--- src/rtl/conv_pkg.sv ---
// Shared K=5 convolutional code definitions for the encoder framer and the Viterbi decoder.
// Generators are stored MSB = current input bit, LSB = oldest stored bit.
package conv_pkg;
  localparam int K       = 5;
  localparam int STATE_W = K - 1;
  localparam logic [K-1:0] G0 = 5'o23;
  localparam logic [K-1:0] G1 = 5'o35;

  typedef enum logic [1:0] {
    IDLE = 2'd0,
    DATA = 2'd1,
    TAIL = 2'd2
  } fsm_e;

  function automatic logic conv_parity(input logic [K-1:0] window, input logic [K-1:0] gen);
    conv_parity = ^(window & gen);
  endfunction
endpackage

--- src/rtl/conv_shift_core.sv ---
// K-1 bit shift register of the convolutional encoder with combinational symbol output.
// sym[0]=c0, sym[1]=c1 for the bit presented on in_bit against the stored history.
module conv_shift_core
  import conv_pkg::*;
(
  input  logic       clk,
  input  logic       rst,
  input  logic       in_bit,
  input  logic       advance,
  input  logic       clear,
  output logic [1:0] sym
);

  logic [STATE_W-1:0] state_r;
  logic [K-1:0]       window_s;

  assign window_s = {in_bit, state_r};
  assign sym      = {conv_parity(window_s, G1), conv_parity(window_s, G0)};

  // shift history: newest bit enters at the top
  always_ff @(posedge clk) begin
    if (rst) begin
      state_r <= {STATE_W{1'b0}};
    end else if (clear) begin
      state_r <= {STATE_W{1'b0}};
    end else if (advance) begin
      state_r <= {in_bit, state_r[STATE_W-1:1]};
    end else begin
      state_r <= state_r;
    end
  end

endmodule

--- src/rtl/conv_encoder_framer.sv ---
// Rate-1/2 K=5 convolutional encoder with byte framing and zero-tail termination.
// Optional rate-2/3 puncturing mask enabled by defining CONV_PUNCT_EN.
module conv_encoder_framer
  import conv_pkg::*;
(
  input  logic       clk,
  input  logic       rst,
  input  logic [7:0] in_data,
  input  logic       in_valid,
  input  logic       in_last,
  output logic       in_ready,
  output logic [1:0] sym_out,
  output logic       sym_valid,
  input  logic       sym_ready,
  output logic       sym_last,
  output logic [1:0] sym_mask
);

  localparam int TAIL_W = 3;
  localparam logic [TAIL_W-1:0] TAIL_LEN = TAIL_W'(STATE_W);

  fsm_e              state_r, state_s;
  logic [7:0]        byte_r, byte_s;
  logic              last_r, last_s;
  logic [2:0]        bits_left_r, bits_left_s;
  logic [2:0]        bit_idx_s;
  logic [TAIL_W-1:0] tail_cnt_r, tail_cnt_s;
  logic [1:0]        sym_out_r, sym_out_s;
  logic              sym_valid_r, sym_valid_s;
  logic              sym_last_r, sym_last_s;
  logic              free_s, load_s, in_ready_s;
  logic              core_bit_s, core_clr_s;
  logic [1:0]        core_sym_s;

  conv_shift_core u_core (
    .clk     (clk),
    .rst     (rst),
    .in_bit  (core_bit_s),
    .advance (load_s),
    .clear   (core_clr_s),
    .sym     (core_sym_s)
  );

  assign free_s    = ~sym_valid_r | sym_ready;
  assign bit_idx_s = bits_left_r - 3'd1;

  // next-state, byte buffer and symbol load decisions
  always_comb begin
    state_s     = state_r;
    byte_s      = byte_r;
    last_s      = last_r;
    bits_left_s = bits_left_r;
    tail_cnt_s  = tail_cnt_r;
    sym_out_s   = sym_out_r;
    sym_valid_s = sym_valid_r;
    sym_last_s  = sym_last_r;
    core_bit_s  = 1'b0;
    core_clr_s  = 1'b0;
    load_s      = 1'b0;
    in_ready_s  = 1'b0;
    case (state_r)
      IDLE: begin
        in_ready_s = 1'b1;
        if (in_valid) begin
          byte_s      = in_data;
          last_s      = in_last;
          bits_left_s = 3'd7;
          core_bit_s  = in_data[7];
          load_s      = 1'b1;
          state_s     = DATA;
        end else begin
          state_s = IDLE;
        end
      end
      DATA: begin
        if (!free_s) begin
          state_s = DATA;
        end else if (bits_left_r != 3'd0) begin
          core_bit_s  = byte_r[bit_idx_s];
          bits_left_s = bit_idx_s;
          load_s      = 1'b1;
        end else if (last_r) begin
          core_bit_s = 1'b0;
          tail_cnt_s = {{(TAIL_W-1){1'b0}}, 1'b1};
          load_s     = 1'b1;
          state_s    = TAIL;
        end else begin
          // byte exhausted mid-frame: take the next byte without a bubble
          in_ready_s = 1'b1;
          if (in_valid) begin
            byte_s      = in_data;
            last_s      = in_last;
            bits_left_s = 3'd7;
            core_bit_s  = in_data[7];
            load_s      = 1'b1;
          end else begin
            sym_valid_s = 1'b0;
          end
        end
      end
      TAIL: begin
        if (!free_s) begin
          state_s = TAIL;
        end else if (tail_cnt_r == TAIL_LEN) begin
          sym_valid_s = 1'b0;
          sym_last_s  = 1'b0;
          core_clr_s  = 1'b1;
          state_s     = IDLE;
        end else begin
          core_bit_s = 1'b0;
          tail_cnt_s = tail_cnt_r + {{(TAIL_W-1){1'b0}}, 1'b1};
          load_s     = 1'b1;
        end
      end
      default: begin
        state_s = IDLE;
      end
    endcase
    if (load_s) begin
      sym_out_s   = core_sym_s;
      sym_valid_s = 1'b1;
      sym_last_s  = (state_s == TAIL) && (tail_cnt_s == TAIL_LEN);
    end else begin
      sym_out_s = sym_out_s;
    end
  end

  // FSM, byte buffer and registered symbol outputs
  always_ff @(posedge clk) begin
    if (rst) begin
      state_r     <= IDLE;
      byte_r      <= 8'h00;
      last_r      <= 1'b0;
      bits_left_r <= 3'd0;
      tail_cnt_r  <= {TAIL_W{1'b0}};
      sym_out_r   <= 2'b00;
      sym_valid_r <= 1'b0;
      sym_last_r  <= 1'b0;
    end else begin
      state_r     <= state_s;
      byte_r      <= byte_s;
      last_r      <= last_s;
      bits_left_r <= bits_left_s;
      tail_cnt_r  <= tail_cnt_s;
      sym_out_r   <= sym_out_s;
      sym_valid_r <= sym_valid_s;
      sym_last_r  <= sym_last_s;
    end
  end

  assign in_ready  = in_ready_s & ~rst;
  assign sym_out   = sym_out_r;
  assign sym_valid = sym_valid_r;
  assign sym_last  = sym_last_r;

`ifdef CONV_PUNCT_EN
  logic       par_r;
  logic       par_cur_s;
  logic [1:0] sym_mask_r;

  // frame bit index parity restarts with the first bit of every frame
  assign par_cur_s = (state_r == IDLE) ? 1'b0 : par_r;

  // puncturing mask follows each loaded symbol
  always_ff @(posedge clk) begin
    if (rst) begin
      par_r      <= 1'b0;
      sym_mask_r <= 2'b11;
    end else if (load_s) begin
      par_r      <= ~par_cur_s;
      sym_mask_r <= par_cur_s ? 2'b01 : 2'b11;
    end else begin
      par_r      <= par_r;
      sym_mask_r <= sym_mask_r;
    end
  end

  assign sym_mask = sym_mask_r;
`else
  assign sym_mask = 2'b11;
`endif

endmodule

--- config.mk ---
export PLATFORM = sky130hd
export DESIGN_NAME = conv_encoder_framer
export DESIGN_NICKNAME = d
export VERILOG_FILES = /design/src/rtl/conv_pkg.sv /design/src/rtl/conv_shift_core.sv /design/src/rtl/conv_encoder_framer.sv
export SDC_FILE = /design/constraint.sdc
export NUM_CORES = 1
export LEC_CHECK = 0
export ABC_AREA = 1
export CAP_MARGIN = 20
export CORE_ASPECT_RATIO = 0.9
export CORE_MARGIN = 8
export CORE_UTILIZATION = 40
export CTS_CLUSTER_DIAMETER = 80
export CTS_CLUSTER_SIZE = 40
export DETAILED_ROUTE_END_ITERATION = 8
export MAX_ROUTING_LAYER = met4
export PLACE_DENSITY = 0.67
export SKIP_CTS_REPAIR_TIMING = 1
export SYNTH_ARGS = -nofsm -noshare
export SYNTH_HDL_FRONTEND = slang
export SYNTH_HIERARCHICAL = 1
export SYNTH_SLANG_ARGS = --single-unit
--- constraint.sdc ---
create_clock -name clk -period 2.7 [get_ports clk]
set_input_delay 0.405 -clock clk [delete_from_list [all_inputs] [get_ports clk]]
set_output_delay 0.405 -clock clk [all_outputs]
set_load 0.005 [all_outputs]
==> out/results.ini <==
[floorplan]
start_util=0.413
die_x_um=81.2
die_area_um2=6070
num_rows=21
core_area_um2=3700
io_pins=20
die_y_um=74.7

[sta]
fin_crit_sh=0.904
drv_slew=0
finalSetupViolCount=0
fin_crit_ns=2.44
hold_viol=0
clock-skew-final_ns=0.00236
fin_hold_ws_ns=0.468
setup_tns_ns=0
rsz0062_at_grt=no
fmaxAchievable_mhz=410

[detailed_routing]
drc=0
wl_mm=3.32
m1WireLength_mm=1.81
drt_iter0_drc=56
route.detailed.wl_per_inst_um=11.0
wl_met2_mm=1.34
top_layer=met4
drtAntennaViolNets=0
wl_met3_um=135
vias=1443
viasPerCell=4.76
firstDrtPassIters=4

[finish]
mostFrequentLayoutCells=78 x nand2_1, 26 x nor2_1, 25 x dfxtp_1, 23 x inv_1, 21 x a21oi_1
mostFrequentLayoutCell=nand2_1
drive_above_1_share=0.0700
fin_util=0.481
antenna_cells=0
nets=279
design_area_um2=1780
areaGrowthSynthToFinish_pct=16.4

[critical_path]
critPathLaunchType=register
cp.required_ns=2.30
crit_end=in_ready
rrSetupSlack_ns=0.51
crit_start=bits_left_r[0]
rr_endpoint=sym_out[1]
r2r_cells=16
cp_max_fo=8
arrival_ns=2.04
worst-setup-path-type=reg2out
reg2reg_from=bits_left_r[0]
cp-end-kind=primary output

[logic_synthesis]
syn_area_per_cell_um2=6.38
synth.distinct_cells=27
ys_ff_latch=25
synth_cells=240
synth.top_cell.area_share=0.327
synth_top_cell_by_area=dfxtp_1
synth_area_um2=1530
ys_seq_area_frac=0.327
synth.area.top_cells=dfxtp_1 33%, nand2_1 19%, a21oi_1 6.9%, ha_1 6.5%, nor2_1 6.4%
yosys_warnings=6

[cts]
clk_latency_ns=0.27
clk_pin_slew_ns=0.08
cts.sinks=25
cts_buffers=3
ctsHtreeMaxLevel=1
cts.path.max_buffers=2
cts_root_buf=clkbuf_8
cts_tree=yes

[global_routing]
grt_pass1_vias=1314
grt_pass1_wl_mm=5.65
grt_usage=0.119
grt_max_degree=23
antenna_found_initial=0
grt-ovfl-total=0

[power]
powerDensity_nw_per_um2=477
vdd_drop_max_mv=0.355
leakagePower_uw=0.000773
p_total_uw=851

[place]
gp_congestion=0.888
io_buffers=17
placed_cell_area_um2=1740
hpwl_mm=2.60

[min_path]
min_path_cells=2
min_path_type=reg2reg

[run]
drv_cap=0

[outcome]
status=completed

## critical path, cell delays in order, from the launching register on
cell,delay (ns)
dfxtp_1,0.35
inv_1,0.21
ha_1,0.21
nand2_1,0.09
nor2_1,0.17
nand2_1,0.07
a21oi_1,0.14
clkdlybuf4s50_1,0.53
## layer usage
layer | global-route usage | vias up
met1 | 0.157 | 623
met5 | - | -
li1 | - | 793
met4 | 0.0297 | 0
met3 | 0.0322 | 4
met2 | 0.173 | 23
## through the flow
step,worst slack [ns],cells
6_report,0.259,303
5_1_grt,0.0707,303
4_1_cts,0.240,303
3_5_place_dp,0.418,299
3_3_place_gp,0.422,299
2_1_floorplan,0.861,241
## sequential cells by signal, indices dropped and copies added (netlist names)
signal,cells
byte_r,8
last_r,1
sym_out,2
bits_left_r,3
sym_valid,1
tail_cnt_r,3
sym_last,1
state_r,2
u_core/state_r,4
## Yosys cell counts
library cell and count:
a211oi_1 1, a21oi_1 21, a221oi_1 2, buf_2 2, buf_4 2, clkbuf_1 2, conb_1 1, dfxtp_1 25
ha_1 8, inv_1 23, inv_2 6, inv_4 1, nand2_1 78, nand2_2 2, nand3_1 9, nand3_2 1
nand3b_1 1, nand4_1 2, nand4_4 1, nor2_1 26, nor2_2 3, nor3_1 1, o211ai_1 3, o21ai_0 13
o21ai_1 3, or2_1 1, xnor2_1 2
## how the worst min path moves through the flow
stage	end	slack, ns	start
global route	byte_r[6]	0.49	byte_r[6]
detailed placement	sym_out[1]	0.46	sym_out[1]
finish	sym_out[1]	0.47	sym_out[1]
global placement	sym_out[0]	0.45	sym_out[0]
floorplan	byte_r[1]	0.44	byte_r[1]
CTS	sym_out[1]	0.47	sym_out[1]
## final cells by class
type	count	area [um^2]
Clock buffer	4	45.0
Timing Repair Buffer	18	178
Sequential cell	25	500
Multi-Input combinational cell	180	887
Tap cell	46	57.6
Fill cell	408	1920
Inverter	30	115
## power breakdown
part / switching (uW) / internal [uW]
Clock: 114 / 106
Combinational: 130 / 90.2
Sequential: 18.4 / 393
Total: 263 / 589
## cell families (layout without fill, tap and decap cells)
group	after synthesis	in the layout	synth area share
other	1	2	0.00245
adder cells (fa/ha/maj)	8	8	0.0654
flip-flops	25	25	0.327
AO/OA/AOI/OAI	43	43	0.152
AND/OR/NAND/NOR	125	125	0.346
buffers and inverters	36	52	0.0964
XOR/XNOR	2	2	0.0114
Note: power is estimated with default switching activity, not from simulation.
